### config.mk
export PLATFORM = sky130hd
export DESIGN_NAME = sorting_feeder
export DESIGN_NICKNAME = d
export VERILOG_FILES = /design/src/rtl/sorting_feeder.sv
export SDC_FILE = /design/constraint.sdc
export NUM_CORES = 1
export LEC_CHECK = 0
export CAP_MARGIN = 20
export CORE_AREA = 2 2 173 175
export CTS_CLUSTER_DIAMETER = 40
export DETAILED_ROUTE_END_ITERATION = 16
export DIE_AREA = 0 0 175 177
export PLACE_DENSITY_LB_ADDON = 0.3
export SLEW_MARGIN = 20
export SYNTH_ARGS = -nofsm -noshare
export SYNTH_HDL_FRONTEND = slang
export SYNTH_SLANG_ARGS = --single-unit
### constraint.sdc
create_clock -name clk_i -period 6.1 [get_ports clk_i]
set_clock_uncertainty 0.15 [all_clocks]
set_input_delay 1.83 -clock clk_i [delete_from_list [all_inputs] [get_ports clk_i]]
set_output_delay 1.83 -clock clk_i [all_outputs]
set_load 0.05 [all_outputs]
### src/rtl/sorting_feeder.sv
// Store-and-forward feeder: buffers framed packets in two ping-pong banks
// and releases each complete packet as one burst when the sorter is idle.
// Ports: clk_i/arst_n_i clock and async active-low reset;
//   data_i/sop_i/eop_i/val_i upstream packet beats;
//   data_o/sop_o/eop_o/val_o registered burst to sorter;
//   busy_i sorter busy; drop_o one-cycle pulse per discarded packet.
// Optional: define SORTING_FEEDER_STATS_EN to add pkt_cnt_o and drop_cnt_o.
module sorting_feeder #(
  parameter int AWIDTH   = 3,
  parameter int DWIDTH   = 8,
  parameter int BUSY_GAP = 4
) (
  input  logic              clk_i,
  input  logic              arst_n_i,
  input  logic [DWIDTH-1:0] data_i,
  input  logic              sop_i,
  input  logic              eop_i,
  input  logic              val_i,
  output logic [DWIDTH-1:0] data_o,
  output logic              sop_o,
  output logic              eop_o,
  output logic              val_o,
  input  logic              busy_i,
  output logic              drop_o
`ifdef SORTING_FEEDER_STATS_EN
  ,
  output logic [15:0]       pkt_cnt_o,
  output logic [15:0]       drop_cnt_o
`endif
);

  localparam int DEPTH = 1 << AWIDTH;
  localparam int PW    = AWIDTH + 1;
  localparam int GW    = (BUSY_GAP < 2) ? 1 : $clog2(BUSY_GAP + 1);

  typedef enum logic [1:0] {W_IDLE, W_RECV, W_DISC} wst_e;
  typedef enum logic [1:0] {R_IDLE, R_SEND, R_GAP} rst_e;

  wst_e wst_q, wst_d;
  rst_e rst_q, rst_d;

  logic                   wbank_q, wbank_d;
  logic [PW-1:0]          wptr_q, wptr_d;
  logic [1:0]             full_q, full_d;
  logic [1:0][PW-1:0]     len_q, len_d;
  logic                   head_q, head_d;
  logic [PW-1:0]          rptr_q, rptr_d;
  logic [GW-1:0]          gap_q, gap_d;
  logic [DWIDTH-1:0]      data_q, data_d;
  logic                   sop_q, sop_d;
  logic                   eop_q, eop_d;
  logic                   val_q, val_d;
  logic                   drop_q, drop_d;

  logic [DWIDTH-1:0]      mem_q [2][DEPTH];

  logic                   emit, last, start, commit, we;
  logic [1:0]             free, fresh, empty;
  logic [PW-1:0]          clen;
  logic [AWIDTH-1:0]      waddr;

  always_comb begin
    rst_d  = rst_q;
    rptr_d = rptr_q;
    gap_d  = gap_q;
    head_d = head_q;
    data_d = data_q;
    sop_d  = 1'b0;
    eop_d  = 1'b0;
    val_d  = 1'b0;
    free   = 2'b00;

    // First word leaves straight from IDLE so eop_i -> val_o is 2 cycles.
    emit = ((rst_q == R_IDLE) && full_q[head_q] && !busy_i) ||
           (rst_q == R_SEND);
    last = (rptr_q == len_q[head_q] - PW'(1));

    if (rst_q == R_GAP) begin
      gap_d = gap_q - GW'(1);
      if (gap_q <= GW'(1)) rst_d = R_IDLE;
    end

    if (emit) begin
      val_d  = 1'b1;
      sop_d  = (rptr_q == '0);
      data_d = mem_q[head_q][rptr_q[AWIDTH-1:0]];
      if (last) begin
        eop_d        = 1'b1;
        free[head_q] = 1'b1;
        rptr_d       = '0;
        gap_d        = GW'(BUSY_GAP);
        rst_d        = (BUSY_GAP == 0) ? R_IDLE : R_GAP;
      end else begin
        rptr_d = rptr_q + PW'(1);
        rst_d  = R_SEND;
      end
    end

    wst_d   = wst_q;
    wbank_d = wbank_q;
    wptr_d  = wptr_q;
    drop_d  = 1'b0;
    we      = 1'b0;
    waddr   = wptr_q[AWIDTH-1:0];
    commit  = 1'b0;
    clen    = PW'(1);
    start   = 1'b0;
    // A bank whose last word is read this cycle is already claimable.
    fresh   = full_q & ~free;
    empty   = ~fresh;

    case (wst_q)
      W_IDLE: begin
        if (val_i && sop_i) start = 1'b1;
      end
      W_RECV: begin
        if (val_i) begin
          if (sop_i) begin
            drop_d = 1'b1;
            we     = 1'b1;
            waddr  = '0;
            if (eop_i) begin
              commit = 1'b1;
              wst_d  = W_IDLE;
            end else begin
              wptr_d = PW'(1);
            end
          end else if (wptr_q == PW'(DEPTH)) begin
            if (eop_i) begin
              drop_d = 1'b1;
              wst_d  = W_IDLE;
            end else begin
              wst_d = W_DISC;
            end
          end else begin
            we = 1'b1;
            if (eop_i) begin
              commit = 1'b1;
              clen   = wptr_q + PW'(1);
              wst_d  = W_IDLE;
            end else begin
              wptr_d = wptr_q + PW'(1);
            end
          end
        end
      end
      W_DISC: begin
        if (val_i) begin
          if (sop_i) begin
            drop_d = 1'b1;
            start  = 1'b1;
          end else if (eop_i) begin
            drop_d = 1'b1;
            wst_d  = W_IDLE;
          end
        end
      end
      default: wst_d = W_IDLE;
    endcase

    if (start) begin
      if (empty != 2'b00) begin
        wbank_d = empty[0] ? 1'b0 : 1'b1;
        we      = 1'b1;
        waddr   = '0;
        if (eop_i) begin
          commit = 1'b1;
          wst_d  = W_IDLE;
        end else begin
          wptr_d = PW'(1);
          wst_d  = W_RECV;
        end
      end else if (eop_i) begin
        drop_d = 1'b1;
        wst_d  = W_IDLE;
      end else begin
        wst_d = W_DISC;
      end
    end

    full_d = fresh;
    len_d  = len_q;
    // With two banks the queue head simply flips when it is released.
    if (free != 2'b00) head_d = ~head_q;
    if (commit) begin
      full_d[wbank_d] = 1'b1;
      len_d[wbank_d]  = clen;
      if (fresh == 2'b00) head_d = wbank_d;
    end
  end

  always_ff @(posedge clk_i) begin
    if (we) mem_q[wbank_d][waddr] <= data_i;
  end

  always_ff @(posedge clk_i or negedge arst_n_i) begin
    if (!arst_n_i) begin
      wst_q   <= W_IDLE;
      rst_q   <= R_IDLE;
      wbank_q <= 1'b0;
      wptr_q  <= '0;
      full_q  <= '0;
      len_q   <= '0;
      head_q  <= 1'b0;
      rptr_q  <= '0;
      gap_q   <= '0;
      data_q  <= '0;
      sop_q   <= 1'b0;
      eop_q   <= 1'b0;
      val_q   <= 1'b0;
      drop_q  <= 1'b0;
    end else begin
      wst_q   <= wst_d;
      rst_q   <= rst_d;
      wbank_q <= wbank_d;
      wptr_q  <= wptr_d;
      full_q  <= full_d;
      len_q   <= len_d;
      head_q  <= head_d;
      rptr_q  <= rptr_d;
      gap_q   <= gap_d;
      data_q  <= data_d;
      sop_q   <= sop_d;
      eop_q   <= eop_d;
      val_q   <= val_d;
      drop_q  <= drop_d;
    end
  end

  assign data_o = data_q;
  assign sop_o  = sop_q;
  assign eop_o  = eop_q;
  assign val_o  = val_q;
  assign drop_o = drop_q;

`ifdef SORTING_FEEDER_STATS_EN
  logic [15:0] pkt_cnt_q, drop_cnt_q;

  always_ff @(posedge clk_i or negedge arst_n_i) begin
    if (!arst_n_i) begin
      pkt_cnt_q  <= '0;
      drop_cnt_q <= '0;
    end else begin
      if (val_q && eop_q && (pkt_cnt_q != 16'hFFFF))
        pkt_cnt_q <= pkt_cnt_q + 16'd1;
      if (drop_q && (drop_cnt_q != 16'hFFFF))
        drop_cnt_q <= drop_cnt_q + 16'd1;
    end
  end

  assign pkt_cnt_o  = pkt_cnt_q;
  assign drop_cnt_o = drop_cnt_q;
`endif

endmodule
==> results.md <==
* Area leader, netlist: edfxtp_1
* Clock Tree Buf Depth at 2
* Netlist Area Pre-Place at 0.00715 sq mm
* Worst hold path endpoint: len_q[4]
* Seq/Total Area, Yosys at 67.4%
* Top-count cell post-synth: edfxtp_1
* Die area at 0.0310 sq mm
* Clk_lat worst skew at 0.42 ns
* Asr flop ratio synth at 23.4%
* Max Cap Viol at 0
* Worst R2R End: mem_q[1][28]
* Diodes inserted at 0
* Top FF cell, synth: edfxtp_1
* Top cells by count, synth: edfxtp_1, mux4_2, dfrtp_1
* Die height at 177 um
* Hold-critical path depth at 1
* CTS clk-pin slew, worst paths at 0.06 ns
* DP HPWL at 10800 um
* VDD IR max at 0.000197 V
* Tot Pwr at 2.92 mW
* Vias at 3913
* Lkg Pwr at 2.85 nW
* Synthesis Warnings at 0
* CTS buffer count at 17
* Num rows at 63
* Clock sinks at 167
* Post-Route WL at 15700 um
* DR iter-0 viols at 294
* Final Hold Violating Endpoints at 0
* Number of synthesized flops with an enable pin at 128
* #FFs+latches synth at 167
* HP Class: reg -> reg
* Drt via density at 4.49
* Fin Setup TNS at 0 ns
* Die width at 175 um
* Setup crit start kind: primary input
* Final std cells w/o fill at 871
* Design Area, Final at 0.00847 sq mm
* CTS tree: built
* Filler cells at 2870
* Placer Congestion at 0.792
* Worst Max-Slew Pin Slew at 0.935 ns
* CTS resizes at 0
* Reg-to-Reg Start: head_q
* Kind of critical path: in -> reg
* Outcome: finished clean
* Syn Nets at 457
* Synth cell types at 51
* Synth-to-layout area growth at 18.4%
* I/O pins at 26
* Placed cell count at 839
* Routed Antenna Nets at 0
* DRC at 0
* Fin nets at 494
* Setup-failing EPs final at 0
* Reg2Reg Depth at 9
* Leading post-synthesis cells by cell area: edfxtp_1, dfrtp_1, mux4_2
* Final Cycle Share at 78.4%
* Min-Delay Startpoint: len_q[4]
* Slew HR at 37.7%
* CORE AREA at 0.0292 sq mm
* Port bufs at 25
* Critical Path Fanout Max at 15
* Antenna violations before repair at 0
* Tmin final at 4.79 ns
* PwrDens at 344 mW/mm^2
* WP data arrival at 4.68 ns
* Drt wl/cell at 18.0 um
* First-pass GRT wire length at 24400 um
* RSZ-0062 raised after global routing: false
* Vias in the first global route at 4064
* Syn Inst Count at 431
* Largest net degree at the start of global routing at 42
* GRT Total Usage at 10.7%
* Yosys top cell area share at 53.7%
* Layout cell share with drive strength beyond 1 at 22.7%
* R2r setup slk at 1.95 ns
* Fmax at 209 MHz
* Syn_area_per_cell at 16.6 sq um
* First-pass DRT Iterations at 4
* DP Area at 0.00789 sq mm
* Cts hold-fix bufs at 0
* Root Driver: clkbuf_16
* Initial Utilization at 24.5%
* CTS H-tree depth at 4
* Setup crit end kind: flip-flop
* Slew Viols, Final at 0
* Post-CTS Setup Repair Bufs at 0
* CP Data Required Time at 6.00 ns
* Total gr overflow at 0
worst max-delay path, stage by stage:
cell and delay, ns:
clkdlybuf4s50_1 0.78, nand2_1 0.16, or2_2 0.43, a2111oi_0 0.41, a311o_2 0.30, nand2_1 0.17, nor2_1 0.60
layout by cell type (no fill, tap or decap), types with 4 or more instances in the layout:
cell type        synthesis  layout
nor3_1                  13      13
clkinv_2                 0       5
buf_4                    0      11
o21ai_0                 17      17
and3_1                   6       6
edfxtp_1               128     128
mux4_2                  40      40
xnor2_1                  5       5
inv_1                   13      13
clkbuf_16                0      17
mux2_2                  14      14
nand2b_1                 4       4
nor2_1                  29      29
nand3_1                  5       5
ha_1                    12      12
dfrtp_1                 39      38
mux2_1                   4       4
a21oi_1                  8       8
nand2_1                 23      23
clkdlybuf4s50_1          0      24
mux2i_1                  4       4
logic make-up (layout without fill, tap and decap cells):
family | count (synthesis) | after routing | synth area share [%]
DFF | 167 | 167 | 67.4
and+or+nand+nor | 98 | 98 | 6.75
muxes | 62 | 62 | 16.0
AOI/OAI and AO/OA | 52 | 52 | 4.97
buffers and inverters | 32 | 82 | 1.85
adders and majority gates | 12 | 12 | 2.10
xor gates and xnor gates | 8 | 8 | 0.979
routing by layer:
layer | wire [um] | GRT usage (%) | up-vias | share of wire (%)
li1 | - | - | 1757 | -
met1 | 7130 | 13.5 | 2060 | 45
met2 | 7950 | 18.0 | 83 | 51
met3 | 434 | 2.36 | 13 | 2.8
met4 | 175 | 3.96 | 0 | 1.1
met5 | 0 | 0 | - | 0
worst max-delay path by stage:
stage                      from           end  slack (ns)  cells after the start
after floorplan           val_i  mem_q[0][16]        1.71                      8
final                     sop_i  mem_q[0][58]        1.31                      7
after global routing      sop_i  mem_q[1][28]        1.11                      9
after detailed placement  sop_i  mem_q[1][28]        0.89                      9
after CTS                 sop_i  mem_q[1][27]        1.34                      9
after global placement    sop_i  mem_q[1][61]        1.05                      9
metrics by stage:
step	setup slack (ns)	hold slack (ns)	util (%)
6_report	1.31	0.343	29.0
5_1_grt	1.11	0.383	29.0
4_1_cts	1.34	0.349	29.0
3_5_place_dp	0.893	0.335	27.0
3_3_place_gp	1.05	0.322	27.0
2_1_floorplan	1.71	0.308	-
where the power goes:
| part | leakage [nW] | switching [mW] | internal [mW] | total, mW |
|---|---|---|---|---|
| Clock | 0.284 | 0.446 | 0.608 | 1.05 |
| Sequential | 1.63 | 0.0513 | 1.29 | 1.34 |
| Combinational | 0.931 | 0.294 | 0.223 | 0.517 |
| Total | 2.85 | 0.791 | 2.12 | 2.92 |
sequential cells by signal (all words and copies together) (netlist names):
name,count
drop_o,1
len_q,8
head_q,1
wbank_q,1
val_o,1
full_q,2
mem_q,128
gap_q,3
sop_o,1
rst_q,2
data_o,8
eop_o,1
rptr_q,4
wst_q,2
wptr_q,4
final cells by class:
cell class,instances,area (sq um),area share [%]
sequential,167,4820,56.9
inverter,14,55.1,0.650
clock buffer,18,429,5.07
tap,390,488,5.76
multi-input combinational,232,2200,26.0
clock inverter,14,149,1.76
timing repair buffer,36,328,3.87
No activity file was read; power rests on OpenSTA's default activity.
